[config.mk]
export PLATFORM = sky130hd
export DESIGN_NAME = stepper_move_ctrl_flat
export DESIGN_NICKNAME = d
export VERILOG_FILES = /design/src/rtl/stepper_move_ctrl_pkg.sv /design/src/rtl/stepper_move_ctrl_if.sv /design/src/rtl/stepper_move_ctrl_timer.sv /design/src/rtl/stepper_move_ctrl.sv /design/src/flat_wrapper.sv
export SDC_FILE = /design/constraint.sdc
export NUM_CORES = 1
export LEC_CHECK = 0
export CAP_MARGIN = 20
export CORE_ASPECT_RATIO = 0.5
export CORE_UTILIZATION = 55
export DETAILED_ROUTE_END_ITERATION = 8
export GPL_ROUTABILITY_DRIVEN = 0
export PLACE_DENSITY = 0.77
export SLEW_MARGIN = 20
export SYNTH_ARGS = -nofsm -noshare
export SYNTH_HDL_FRONTEND = slang
export SYNTH_SLANG_ARGS = --single-unit
[constraint.sdc]
create_clock -name clk -period 3.2 [get_ports clk]
set_input_delay 0.96 -clock clk [delete_from_list [all_inputs] [get_ports clk]]
set_output_delay 0.96 -clock clk [all_outputs]
set_load 0.05 [all_outputs]
[src/rtl/stepper_move_ctrl_pkg.sv]
// Shared definitions for the stepper move sequencer.
// Contents: FSM state encoding, default timing constants for a 50 MHz clock,
// the minimum STEP period constant and the period clamp helper.
package stepper_pkg;

  // Sequencer states
  typedef enum logic [2:0] {
    ST_IDLE     = 3'd0,
    ST_SETUP    = 3'd1,
    ST_PULSE_HI = 3'd2,
    ST_PULSE_LO = 3'd3,
    ST_DONE     = 3'd4
  } state_e;

  // Default widths and timing (50 MHz clock)
  localparam int DEF_STEPS_W       = 16;
  localparam int DEF_PER_W         = 32;
  localparam int DEF_PULSE_W_CYC   = 100;  // 2 us STEP high time
  localparam int DEF_DIR_SETUP_CYC = 250;  // 5 us DIR setup before first STEP
  localparam int DEF_POS_W         = 32;

  // A STEP period shorter than twice the high time would leave a low phase
  // shorter than the driver's minimum, so periods are clamped up to this.
  localparam int MIN_PERIOD = 2 * DEF_PULSE_W_CYC;

  // Returns max(period, min_period)
  function automatic logic [63:0] clamp_period(input logic [63:0] period,
                                               input logic [63:0] min_period);
    return (period < min_period) ? min_period : period;
  endfunction

endpackage

[src/rtl/stepper_move_ctrl_if.sv]
// Move command handshake between the command source and the sequencer.
// Signals: cmd_valid/cmd_ready handshake, cmd_steps (step count),
// cmd_dir (1 = forward), cmd_period (rising-to-rising STEP period, cycles).
// master = command source, slave = sequencer.
interface stepper_move_ctrl_if
  import stepper_pkg::*;
#(
  parameter int STEPS_W = DEF_STEPS_W,
  parameter int PER_W   = DEF_PER_W
) ();
  logic               cmd_valid;
  logic               cmd_ready;
  logic [STEPS_W-1:0] cmd_steps;
  logic               cmd_dir;
  logic [PER_W-1:0]   cmd_period;

  modport master (output cmd_valid, cmd_steps, cmd_dir, cmd_period,
                  input  cmd_ready);
  modport slave  (input  cmd_valid, cmd_steps, cmd_dir, cmd_period,
                  output cmd_ready);
endinterface

[src/rtl/stepper_move_ctrl_timer.sv]
// step_timer: loadable down-counter timing the SETUP, PULSE_HI and PULSE_LO
// intervals. Ports: clk, reset (sync, active high), load/load_val (reload),
// expire (high during the last cycle of a loaded interval of load_val cycles).
module step_timer
  import stepper_pkg::*;
#(
  parameter int PER_W = DEF_PER_W
) (
  input  logic             clk,
  input  logic             reset,
  input  logic             load,
  input  logic [PER_W-1:0] load_val,
  output logic             expire
);
  logic [PER_W-1:0] cnt_q, cnt_d;

  // Next count: reload, else count down and stick at zero
  always_comb begin
    cnt_d = cnt_q;
    if (load) begin
      cnt_d = load_val;
    end else if (cnt_q != '0) begin
      cnt_d = cnt_q - PER_W'(1'b1);
    end else begin
      cnt_d = cnt_q;
    end
  end

  // Counter register
  always_ff @(posedge clk) begin
    if (reset) cnt_q <= '0;
    else       cnt_q <= cnt_d;
  end

  assign expire = (cnt_q == PER_W'(1'b1));
endmodule

[src/rtl/stepper_move_ctrl.sv]
// stepper_move_ctrl: move sequencer for one stepper driver channel.
// Ports: clk, reset (sync, active high); cmd (stepper_move_ctrl_if.slave)
// carrying move commands; abort (end move early); step_out/dir_out/enable_out
// driver pins; busy, done (1-cycle pulse), aborted (valid with done),
// steps_done (pulses issued in current/last move).
// Optional build macro STEP_POS_TRACK_EN adds pos_clear input and signed
// position output (parameter POS_W).
// All outputs are registered, decoded from the next FSM state.
module stepper_move_ctrl
  import stepper_pkg::*;
#(
  parameter int STEPS_W       = DEF_STEPS_W,
  parameter int PER_W         = DEF_PER_W,
  parameter int PULSE_W_CYC   = DEF_PULSE_W_CYC,
  parameter int DIR_SETUP_CYC = DEF_DIR_SETUP_CYC
`ifdef STEP_POS_TRACK_EN
  , parameter int POS_W       = DEF_POS_W
`endif
) (
  input  logic                     clk,
  input  logic                     reset,
  stepper_move_ctrl_if.slave       cmd,
  input  logic                     abort,
`ifdef STEP_POS_TRACK_EN
  input  logic                     pos_clear,
  output logic signed [POS_W-1:0]  position,
`endif
  output logic                     step_out,
  output logic                     dir_out,
  output logic                     enable_out,
  output logic                     busy,
  output logic                     done,
  output logic                     aborted,
  output logic [STEPS_W-1:0]       steps_done
);
  state_e             state_q, state_d;
  logic [STEPS_W-1:0] steps_q, steps_d;
  logic [PER_W-1:0]   eff_period_q, eff_period_d;
  logic               abort_pend_q, abort_pend_d;
  logic               dir_out_q, dir_out_d;
  logic [STEPS_W-1:0] steps_done_q, steps_done_d;
  logic               aborted_q, aborted_d;
  logic               step_out_q, step_out_d;
  logic               enable_out_q, enable_out_d;
  logic               busy_q, busy_d;
  logic               done_q, done_d;
  logic               cmd_ready_q, cmd_ready_d;

  logic               tmr_load;
  logic [PER_W-1:0]   tmr_val;
  logic               tmr_expire;
  logic               hi_exit;

  step_timer #(.PER_W(PER_W)) u_timer (
    .clk      (clk),
    .reset    (reset),
    .load     (tmr_load),
    .load_val (tmr_val),
    .expire   (tmr_expire)
  );

  assign hi_exit = (state_q == ST_PULSE_HI) && tmr_expire;

  // Next-state, move bookkeeping and registered-output decode
  always_comb begin
    state_d      = state_q;
    steps_d      = steps_q;
    eff_period_d = eff_period_q;
    abort_pend_d = abort_pend_q;
    dir_out_d    = dir_out_q;
    steps_done_d = steps_done_q;
    aborted_d    = aborted_q;

    case (state_q)
      ST_IDLE: begin
        // abort is ignored here, including when it coincides with a command
        if (cmd.cmd_valid && cmd_ready_q) begin
          steps_d      = cmd.cmd_steps;
          dir_out_d    = cmd.cmd_dir;
          eff_period_d = PER_W'(clamp_period(64'(cmd.cmd_period),
                                             64'(2 * PULSE_W_CYC)));
          steps_done_d = '0;
          aborted_d    = 1'b0;
          abort_pend_d = 1'b0;
          state_d      = (cmd.cmd_steps == '0) ? ST_DONE : ST_SETUP;
        end else begin
          state_d = ST_IDLE;
        end
      end
      ST_SETUP: begin
        if (abort) begin
          aborted_d = 1'b1;
          state_d   = ST_DONE;
        end else if (tmr_expire) begin
          state_d = ST_PULSE_HI;
        end else begin
          state_d = ST_SETUP;
        end
      end
      ST_PULSE_HI: begin
        // An abort during the pulse is remembered; the pulse runs full width
        if (abort) begin
          abort_pend_d = 1'b1;
        end else begin
          abort_pend_d = abort_pend_q;
        end
        if (tmr_expire) begin
          steps_done_d = steps_done_q + STEPS_W'(1'b1);
          if (abort_pend_q || abort) begin
            aborted_d = 1'b1;
            state_d   = ST_DONE;
          end else begin
            state_d = ST_PULSE_LO;
          end
        end else begin
          state_d = ST_PULSE_HI;
        end
      end
      ST_PULSE_LO: begin
        if (abort) begin
          aborted_d = 1'b1;
          state_d   = ST_DONE;
        end else if (tmr_expire) begin
          state_d = (steps_done_q == steps_q) ? ST_DONE : ST_PULSE_HI;
        end else begin
          state_d = ST_PULSE_LO;
        end
      end
      ST_DONE: begin
        state_d = ST_IDLE;
      end
      default: begin
        state_d = ST_IDLE;
      end
    endcase

    // The single timer is reloaded on every state change with the length
    // of the state being entered; untimed states load zero.
    tmr_load = (state_d != state_q);
    case (state_d)
      ST_SETUP:    tmr_val = PER_W'(DIR_SETUP_CYC);
      ST_PULSE_HI: tmr_val = PER_W'(PULSE_W_CYC);
      ST_PULSE_LO: tmr_val = eff_period_q - PER_W'(PULSE_W_CYC);
      default:     tmr_val = '0;
    endcase

    step_out_d   = (state_d == ST_PULSE_HI);
    enable_out_d = (state_d == ST_SETUP) || (state_d == ST_PULSE_HI) ||
                   (state_d == ST_PULSE_LO);
    busy_d       = enable_out_d || (state_d == ST_DONE);
    done_d       = (state_d == ST_DONE);
    cmd_ready_d  = (state_d == ST_IDLE);
  end

  // State and output registers
  always_ff @(posedge clk) begin
    if (reset) begin
      state_q      <= ST_IDLE;
      steps_q      <= '0;
      eff_period_q <= '0;
      abort_pend_q <= 1'b0;
      dir_out_q    <= 1'b0;
      steps_done_q <= '0;
      aborted_q    <= 1'b0;
      step_out_q   <= 1'b0;
      enable_out_q <= 1'b0;
      busy_q       <= 1'b0;
      done_q       <= 1'b0;
      cmd_ready_q  <= 1'b1;
    end else begin
      state_q      <= state_d;
      steps_q      <= steps_d;
      eff_period_q <= eff_period_d;
      abort_pend_q <= abort_pend_d;
      dir_out_q    <= dir_out_d;
      steps_done_q <= steps_done_d;
      aborted_q    <= aborted_d;
      step_out_q   <= step_out_d;
      enable_out_q <= enable_out_d;
      busy_q       <= busy_d;
      done_q       <= done_d;
      cmd_ready_q  <= cmd_ready_d;
    end
  end

  assign cmd.cmd_ready = cmd_ready_q;
  assign step_out      = step_out_q;
  assign dir_out       = dir_out_q;
  assign enable_out    = enable_out_q;
  assign busy          = busy_q;
  assign done          = done_q;
  assign aborted       = aborted_q;
  assign steps_done    = steps_done_q;

`ifdef STEP_POS_TRACK_EN
  logic signed [POS_W-1:0] position_q, position_d;

  // Position follows each completed pulse; clear wins over a coincident step
  always_comb begin
    position_d = position_q;
    if (pos_clear) begin
      position_d = '0;
    end else if (hi_exit) begin
      position_d = dir_out_q ? (position_q + POS_W'(1'b1))
                             : (position_q - POS_W'(1'b1));
    end else begin
      position_d = position_q;
    end
  end

  // Position register
  always_ff @(posedge clk) begin
    if (reset) position_q <= '0;
    else       position_q <= position_d;
  end

  assign position = position_q;
`endif

endmodule

[src/flat_wrapper.sv]
// flat-port wrapper written by rule: the top's interface ports become plain ports
module stepper_move_ctrl_flat import stepper_pkg::*;
#(
  parameter int STEPS_W       = DEF_STEPS_W,
  parameter int PER_W         = DEF_PER_W,
  parameter int PULSE_W_CYC   = DEF_PULSE_W_CYC,
  parameter int DIR_SETUP_CYC = DEF_DIR_SETUP_CYC

)
  (clk, reset, abort, step_out, dir_out, enable_out, busy, done, aborted, steps_done, cmd_cmd_valid, cmd_cmd_steps, cmd_cmd_dir, cmd_cmd_period, cmd_cmd_ready);
  stepper_move_ctrl_if #(.STEPS_W(STEPS_W), .PER_W(PER_W)) cmd_i ();
  input  logic clk;
  input  logic reset;
  input  logic abort;
  output logic step_out;
  output logic dir_out;
  output logic enable_out;
  output logic busy;
  output logic done;
  output logic aborted;
  output logic [STEPS_W-1:0] steps_done;
  input wire logic [$bits(cmd_i.cmd_valid)-1:0] cmd_cmd_valid;
  input wire logic [$bits(cmd_i.cmd_steps)-1:0] cmd_cmd_steps;
  input wire logic [$bits(cmd_i.cmd_dir)-1:0] cmd_cmd_dir;
  input wire logic [$bits(cmd_i.cmd_period)-1:0] cmd_cmd_period;
  output wire logic [$bits(cmd_i.cmd_ready)-1:0] cmd_cmd_ready;
  assign cmd_i.cmd_valid = cmd_cmd_valid;
  assign cmd_i.cmd_steps = cmd_cmd_steps;
  assign cmd_i.cmd_dir = cmd_cmd_dir;
  assign cmd_i.cmd_period = cmd_cmd_period;
  assign cmd_cmd_ready = cmd_i.cmd_ready;
  stepper_move_ctrl #(.STEPS_W(STEPS_W), .PER_W(PER_W), .PULSE_W_CYC(PULSE_W_CYC), .DIR_SETUP_CYC(DIR_SETUP_CYC)) u_core (.clk(clk), .reset(reset), .cmd(cmd_i), .abort(abort), .step_out(step_out), .dir_out(dir_out), .enable_out(enable_out), .busy(busy), .done(done), .aborted(aborted), .steps_done(steps_done));
endmodule
==> metrics.md, run 1 <==
| Metric | Value |
|---|---|
| Average footprint of a synthesized cell | 8.58 sq um |
| Synth area leaders | dfxtp_1, xnor2_1, nand2_1 |
| Cell count after synthesis | 633 |
| Max-cap check violation count | 0 |
| Largest voltage drop on the vdd net | 0.425 mV |
| Internal power component | 0.00334 W |
| # clock sinks | 107 |
| Share of Yosys cell area claimed by the top area cell type | 39.4% |
| P_leak | 2.56 nW |
| Delay of the slowest cell on the worst path | 0.47 ns |
| Number of placed cells counting well taps | 850 |
| Chip Width | 143 microns |
| DR vias | 5,053 |
| Headroom to the max-slew limit | 50.1% |
| Least setup slack across all paths after layout | 0.215 ns |
| First drt pass iteration count | 5 |
| Net switching share of the total power | 38.5% |
| Number of flops mapped to enable cells by yosys | 0 |
| Vias in the first global route | 4,545 |
| Worst Hold Class | reg2reg |
| Area of the placeable core | 9510 sq um |
| Number of stages on the worst setup path | 9 |
| Crit path buffers/inverters | 3 |
| Inserted Clock Buffers | 9 |
| Slew of the pin with the lowest slew margin | 0.742 ns |
| Critical path fanouts, max | 7 |
| Ys flop type | dfxtp_1 |
| Combined global-route utilization of all metal layers | 28.2% |
| P per Cell Area | 788 nW/um^2 |
| Count of cell types in the netlist | 56 |
| Most used cell along the critical path | buf_4 |
| Remaining antenna violation count | 0 |
| Final cell area excluding filler cells | 6890 sq um |
| Count of buffers inserted at the top-level ports | 75 |
| Drt first-iter violations | 418 |
| Antenna violations before repair | 0 |
| Top post-synthesis cells by count | dfxtp_1, nand2_1, nor2_1 |
| Net switching power figure | 0.00209 W |
| Wire length reported by the detailed router | 14,200 microns |
| Die ar. | 10,300 sq um |
| Cell at the root of the clock tree | clkbuf_16 |
| Non-filler cells, final | 866 |
| Post-route DRC | 0 |
| Type of element capturing the critical path | flop |
| Sequential cell area fraction in the yosys report | 39.4% |
| First-pass GRT wire length | 22,400 microns |
| Most common cell in the synthesized netlist | dfxtp_1 |
| Critical-path cell list | clkdlybuf4s50_1 > nor4_4 > nand4_1 > and2_1 > a2111oi_4 > buf_4 > nand4b_4 > buf_4 > o22ai_1 |
| Clock transition at the registers of the reported paths | 0.07 ns |
| Min Clock Period, post-route | 2.99 ns |
| Maximum level of the CTS H-tree | 3 |
| Achievable Freq | 0.335 GHz |
| Post-synthesis cell type with the largest combined area | dfxtp_1 |
| Crit Path Class | in2reg |
| HPWL Detailed | 10,500 microns |
| Pin count of the biggest net entering global routing | 27 |
| Number of warnings issued by yosys | 0 |
| Area Overhead vs Synth | 26.9% |
| Depth of the worst register-to-register path | 8 |
| Data arrival time of the worst path | 3.24 ns |
| WL/cell | 16.4 microns |
| Total count of hold-check failures in the final report | 0 |
| Syn Nets | 691 |
| Post-DR vias/cell | 5.83 |
| Number of standard-cell rows in the floorplan | 25 |
| Clk_lat worst skew | 0.35 ns |
| Setup repair bufs after CTS | 0 |
| Share of total power in combinational logic | 43.4% |
| Flop pwr share | 33.4% |
| Remaining Overflow, GRT | 0 |
| CP delay by family, top | buffers and inverters |
| Slowest library cell on the worst path | clkdlybuf4s50_1 |
| Height of the die | 72.3 microns |
| TritonCTS clock tree | done |
| Number of slew-limit violations in the final report | 0 |
| Post-placement cell area | 6530 sq um |
| # setup viols final | 0 |
| Pre-CTS worst setup slack | -0.252 ns |
| Crit path launch type | input pin |
| Final core area utilization | 72.5% |
| Number of antenna repair diodes | 0 |
| Synthesis-stage register bit count | 107 |
| Share of async-settable or async-resettable flops after synthesis | 0% |
| Min-Delay Path Depth | 2 |
| Layout Skew | 0.00625 ns |
| Setup repair after global routing missed its margin | no |
| Accumulated negative setup slack | 0 ns |
| Longest Clk Path Bufs | 2 |
| Final net count | 784 |
| Mapped cell area | 5430 sq um |
| Final clock period utilization by the worst path | 93.3% |
| Ports | 76 |
| Clk network pwr share | 23.2% |
| Share of post-route cells with drive strength above 1 | 11.2% |
| Starting density of the core | 57.1% |
| Worst Path Required | 3.45 ns |
| Result of the run | finished, final reports clean |
[final timing paths]
path	startpoint	end	slack (ns)
max	cmd_cmd_steps[3]	u_core.u_timer.cnt_q[18]	0.21
min	u_core.dir_out	u_core.dir_out	0.46
min reg2reg	u_core.dir_out	u_core.dir_out	0.46
max reg2reg	u_core.u_timer.cnt_q[27]	u_core.u_timer.cnt_q[11]	0.45
[layer usage]
layer	track usage, %	wire [microns]
met2	47.9	6580
met5	0	0
met1	37.4	6270
met4	6.33	244
met3	5.94	1060
[cell families (layout without fill, tap and decap cells)]
kind of cell               after synthesis  count (layout)  share of synthesized area, %
buffers and inverters                   39             137                          3.04
DFF                                    107             107                          39.4
adders and majority gates                5               5                          1.15
xor gates and xnor gates                81              81                          13.1
and+or+nand+nor                        284             284                          27.2
AOI/OAI and AO/OA                      117             117                          16.1
[area by class of cell]
cell class                      instances  area, sq um
Clock buffer                            9          225
Timing Repair Buffer                  110         1040
Tap cell                              135          169
Fill cell                             766         2620
Sequential cell                       107         2140
Clock inverter                          7          114
Inverter                               11         41.3
Multi-Input combinational cell        487         3160
[registers in the layout, summed over array words and instances, names as in the netlist]
signal,flops
u_core.busy,1
u_core.aborted,1
u_core.cmd.cmd_ready,1
u_core.u_timer.cnt_q,32
u_core.abort_pend_q,1
u_core.done,1
u_core.step_out,1
u_core.steps_q,16
u_core.steps_done,16
u_core.enable_out,1
u_core.dir_out,1
u_core.eff_period_q,32
u_core.state_q,3
[placed cells by master, fill, tap and decap left out, types with 3 or more instances in the layout]
cell type	Yosys	final
o22ai_1	11	11
nand2_1	90	90
or3_1	7	7
clkinv_2	0	3
nor2_1	49	49
a22o_1	25	25
and3_1	5	5
buf_4	1	33
nand3_1	29	29
and4_1	3	3
a21oi_1	35	35
nor4_2	3	4
nor4_4	2	4
o21ai_1	3	3
bufinv_16	0	3
ha_1	5	5
o21ai_0	8	8
xnor2_1	45	45
nor4_1	24	21
or4_1	5	5
nand3b_1	3	3
dfxtp_1	107	107
nand4_1	13	13
and2_1	7	7
a221oi_1	3	3
clkbuf_16	0	9
o32ai_2	4	4
inv_1	11	11
xor2_1	36	36
nor3_1	18	18
nor2b_1	6	6
a21oi_2	8	8
clkdlybuf4s50_1	0	75
nand2b_1	9	9
[power by group through the flow]
stage	logic, W	clock network (W)	registers [W]
5_1_grt	0.00256	0.00131	0.00184
2_1_floorplan	0.00165	0	0.00180
6_report	0.00236	0.00126	0.00182
3_5_place_dp	0.00228	0	0.00183
3_3_place_gp	0.00221	0	0.00182
4_1_cts	0.00233	0.00127	0.00181
[metrics by stage]
step           power, W  hold slack [ns]
2_1_floorplan   0.00345            0.437
3_3_place_gp    0.00403            0.446
3_5_place_dp    0.00411            0.453
4_1_cts         0.00540            0.465
5_1_grt         0.00571            0.487
6_report        0.00543            0.459
[worst reg2reg max path: cells and delay by family (launching register included)]
family	cells	cell delay, ns
AND/OR/NAND/NOR	4	1.47
AO/OA/AOI/OAI	2	0.39
buffers and inverters	2	0.38
flip-flops	1	0.37
[timing repair]
action | in CTS | in global routing
gates resized for setup | 0 | 4
hold buffers | 0 | 0
setup endpoints to repair | 0 | 32
Note: power is estimated with default switching activity, not from simulation.
==> run 2: changes to the inputs <==
--- a/config.mk
+++ b/config.mk
@@ -5,13 +5,14 @@
 export SDC_FILE = /design/constraint.sdc
 export NUM_CORES = 1
 export LEC_CHECK = 0
+export ABC_AREA = 1
 export CAP_MARGIN = 20
 export CORE_ASPECT_RATIO = 0.5
-export CORE_UTILIZATION = 55
+export CORE_UTILIZATION = 57
 export DETAILED_ROUTE_END_ITERATION = 8
 export GPL_ROUTABILITY_DRIVEN = 0
-export PLACE_DENSITY = 0.77
-export SLEW_MARGIN = 20
+export PLACE_DENSITY = 0.78
+export SETUP_SLACK_MARGIN = 0.02
 export SYNTH_ARGS = -nofsm -noshare
 export SYNTH_HDL_FRONTEND = slang
 export SYNTH_SLANG_ARGS = --single-unit
==> run 2 against run 1 <==
Register-to-register slack improved by 0.32 ns. Routed wire length rose by 17%. Synthesized cell count rose by 52%. Highest routed layer unchanged. Fmax rose by 8.2%. Cell count rose by 37%. Non-clock buffer count fell by 18. Clock skew rose by 0.0072 ns. Core utilization fell by 0.41 points. Count of clock-buffer cells in the layout rose by 1. Critical path type unchanged. Global-route usage rose by 2.4 points.
==> metrics.md, run 2 <==
| Metric | Value |
|---|---|
| P per Cell Area | 633 nW/um^2 (was 788 nW/um^2) |
| Number of fill cells in the layout | 895 (was 766) |
| Final cell area excluding filler cells | 7550 sq um (was 6890 sq um) |
| Worst Path Required | 3.48 ns (was 3.45 ns) |
| Commonest non-fill, non-tap cells in the layout | nand2_1, nor2_1, inv_1, dfxtp_1, clkdlybuf4s50_1 (was dfxtp_1, nand2_1, clkdlybuf4s50_1, nor2_1, xnor2_1) |
| Syn Nets | 1,020 (was 691) |
| Delay of the slowest cell on the worst path | 0.44 ns (was 0.47 ns) |
| Count of cell types in the netlist | 42 (was 56) |
| Pre-CTS worst setup slack | 0.0958 ns (was -0.252 ns) |
| Result of the run | finished, final reports clean (unchanged) |
| Average footprint of a synthesized cell | 6.54 sq um (was 8.58 sq um) |
| Leading cell type in the layout, fill and taps excluded | nand2_1 (was dfxtp_1) |
| Registers with the most flip-flops | u_core.eff_period_q: 32 flops, u_core.u_timer.cnt_q: 32 flops (unchanged) |
| Slowest library cell on the worst path | clkdlybuf4s50_1 (unchanged) |
| Clock transition at the registers of the reported paths | 0.08 ns (was 0.07 ns) |
| DR vias | 6,354 (was 5,053) |
| Longest Clk Path Bufs | 2 (unchanged) |
| Most common cell in the synthesized netlist | nand2_1 (was dfxtp_1) |
| Crit path buffers/inverters | 2 (was 3) |
| CTS Hold Bufs | 0 (unchanged) |
| Ys flop type | dfxtp_1 (unchanged) |
| Post-route DRC | 0 (unchanged) |
| Min Clock Period, post-route | 2.76 ns (was 2.99 ns) |
| Post-placement cell area | 7220 sq um (was 6530 sq um) |
| Setup repair after global routing missed its margin | no (unchanged) |
| Crit path launch type | input pin (unchanged) |
| Layout Skew | 0.0134 ns (was 0.00625 ns) |
| Data arrival time of the worst path | 3.04 ns (was 3.24 ns) |
| Number of antenna repair diodes | 0 (unchanged) |
| Final core area utilization | 72.1% (was 72.5%) |
| Starting density of the core | 60.0% (was 57.1%) |
| Vias in the first global route | 5,822 (was 4,545) |
| Number of flops mapped to enable cells by yosys | 0 (unchanged) |
| Top post-synthesis cells by count | nand2_1, nor2_1, inv_1 (was dfxtp_1, nand2_1, nor2_1) |
| Headroom to the max-slew limit | 58.2% (was 50.1%) |
| Post-synthesis cell type with the largest combined area | dfxtp_1 (unchanged) |
| Setup crit start | cmd_cmd_steps[14] (was cmd_cmd_steps[3]) |
| Cell count after synthesis | 962 (was 633) |
| Combined global-route utilization of all metal layers | 30.6% (was 28.2%) |
| Least setup slack across all paths after layout | 0.442 ns (was 0.215 ns) |
| Resize count post-CTS | 0 (unchanged) |
| Crit Path Class | in2reg (unchanged) |
| # clock sinks | 107 (unchanged) |
| Largest voltage drop on the vdd net | 0.367 mV (was 0.425 mV) |
| First-pass GRT wire length | 27,700 microns (was 22,400 microns) |
| CP delay by family, top | simple AND/OR/NAND/NOR gates (was buffers and inverters) |
| Chip Width | 151 microns (was 143 microns) |
| # setup viols final | 0 (unchanged) |
| Worst Hold Class | reg2reg (unchanged) |
| Type of element capturing the critical path | flop (unchanged) |
| Final clock period utilization by the worst path | 86.2% (was 93.3%) |
| Height of the die | 76.3 microns (was 72.3 microns) |
| Area Overhead vs Synth | 20.0% (was 26.9%) |
| Number of warnings issued by yosys | 0 (unchanged) |
| First drt pass iteration count | 5 (unchanged) |
| Die ar. | 11,500 sq um (was 10,300 sq um) |
| Start point of the worst hold path | u_core.aborted (was u_core.dir_out) |
| Mapped cell area | 6290 sq um (was 5430 sq um) |
| P_leak | 3.41 nW (was 2.56 nW) |
| Synthesis-stage register bit count | 107 (unchanged) |
| Antenna violations before repair | 0 (unchanged) |
| Wire length reported by the detailed router | 16,600 microns (was 14,200 microns) |
| Accumulated negative setup slack | 0 ns (unchanged) |
| Post-DR vias/cell | 5.36 (was 5.83) |
| Achievable Freq | 0.363 GHz (was 0.335 GHz) |
| Remaining antenna violation count | 0 (unchanged) |
| Number of standard-cell rows in the floorplan | 26 (was 25) |
| Sequential cell area fraction in the yosys report | 34.1% (was 39.4%) |
| Inserted Clock Buffers | 9 (unchanged) |
| Clk_lat worst skew | 0.36 ns (was 0.35 ns) |
| Synth area leaders | dfxtp_1, nand2_1, nor2_1 (was dfxtp_1, xnor2_1, nand2_1) |
| Ports | 76 (unchanged) |
| Critical-path cell list | clkdlybuf4s50_1 > nor2_1 > nand3_1 > nor2_1 > nand2_1 > nand2_1 > nand2_1 > nor2_1 > nand2_4 > nor2_8 > buf_4 > o21ai_1 > a21oi_1 (was clkdlybuf4s50_1 > nor4_4 > nand4_1 > and2_1 > a2111oi_4 > buf_4 > nand4b_4 > buf_4 > o22ai_1) |
| Share of post-route cells with drive strength above 1 | 7.74% (was 11.2%) |
| Share of Yosys cell area claimed by the top area cell type | 34.1% (was 39.4%) |
| Area of the placeable core | 10,500 sq um (was 9510 sq um) |
| Maximum level of the CTS H-tree | 3 (unchanged) |
| Final net count | 1,099 (was 784) |
| Setup repair bufs after CTS | 0 (unchanged) |
| TritonCTS clock tree | done (unchanged) |
| Slew of the pin with the lowest slew margin | 0.624 ns (was 0.742 ns) |
| WL/cell | 14.0 microns (was 16.4 microns) |
| Drt first-iter violations | 429 (was 418) |
| HPWL Detailed | 12,600 microns (was 10,500 microns) |
| Max-cap check violation count | 0 (unchanged) |
| Number of slew-limit violations in the final report | 0 (unchanged) |
| Critical path fanouts, max | 20 (was 7) |
| Remaining Overflow, GRT | 0 (unchanged) |
| Cell at the root of the clock tree | clkbuf_16 (unchanged) |
| Count of buffers inserted at the top-level ports | 75 (unchanged) |
| Share of async-settable or async-resettable flops after synthesis | 0% (unchanged) |
| Beginning of the worst register-to-register path | u_core.u_timer.cnt_q[0] (was u_core.u_timer.cnt_q[27]) |
| Total count of hold-check failures in the final report | 0 (unchanged) |
| Pin count of the biggest net entering global routing | 33 (was 27) |
==> run 2: cell types whose count changed after synthesis, moves of 21 or more <==
cell and change:
a22o_1 -25, nor2_1 +96, o21ai_0 +21, o22ai_1 +22, nand2_1 +122, xnor2_1 -38
inv_1 +124, nand3_1 +33
==> run 2: path summary, 6_finish.rpt <==
check	cells past startpoint	slack, ns	endpoint
worst max register to register	14	0.77	u_core.u_timer.cnt_q[30]
worst min-delay path	2	0.46	u_core.aborted
worst max-delay path	13	0.44	u_core.u_timer.cnt_q[31]
worst min register to register	2	0.46	u_core.aborted
==> run 2: cell type report <==
type	count	area (sq um)	area share, %
Clock buffer	10	239	3.17
Clock inverter	6	93.8	1.24
Inverter	140	526	6.96
Multi-Input combinational cell	691	3470	46.0
Sequential cell	107	2140	28.4
Tap cell	140	175	2.32
Timing Repair Buffer	92	903	12.0
==> run 2: worst min-delay path, cell delays in order (launching register included) <==
cell and delay (ns):
dfxtp_1 0.32, inv_1 0.05, a21oi_1 0.06
==> run 2: logic make-up after synthesis <==
family / after synthesis / share of synthesized area, %
AND/OR/NAND/NOR: 516 / 37.1
buffers and inverters: 164 / 10.8
AO/OA/AOI/OAI: 128 / 11.2
flip-flops: 107 / 34.1
XOR/XNOR: 42 / 5.85
adder cells (fa/ha/maj): 5 / 0.995
==> run 2: where the power goes <==
group / leakage [nW] / switching, W / total (W) / internal [W]
Clock: 0.163 / 0.000573 / 0.00123 / 0.000657
Sequential: 0.875 / 0.000155 / 0.00166 / 0.00150
Combinational: 2.37 / 0.00118 / 0.00189 / 0.000710
Total: 3.41 / 0.00191 / 0.00478 / 0.00287
==> run 2: per-stage QoR <==
step           hold slack, ns  total power, W  instances
2_1_floorplan           0.443         0.00313        962
4_1_cts                 0.470         0.00477       1186
6_report                0.465         0.00478       1186
3_3_place_gp            0.440         0.00351       1170
3_5_place_dp            0.457         0.00354       1170
5_1_grt                 0.490         0.00509       1186
==> run 2: metal layers <==
| layer | vias to the layer above | part of all wire, % | GRT usage (%) |
|---|---|---|---|
| li1 | 3227 | - | - |
| met1 | 2887 | 47 | 42.5 |
| met2 | 224 | 44 | 48.2 |
| met3 | 16 | 7.9 | 7.13 |
| met4 | 0 | 0.96 | 6.57 |
| met5 | - | 0 | 0 |
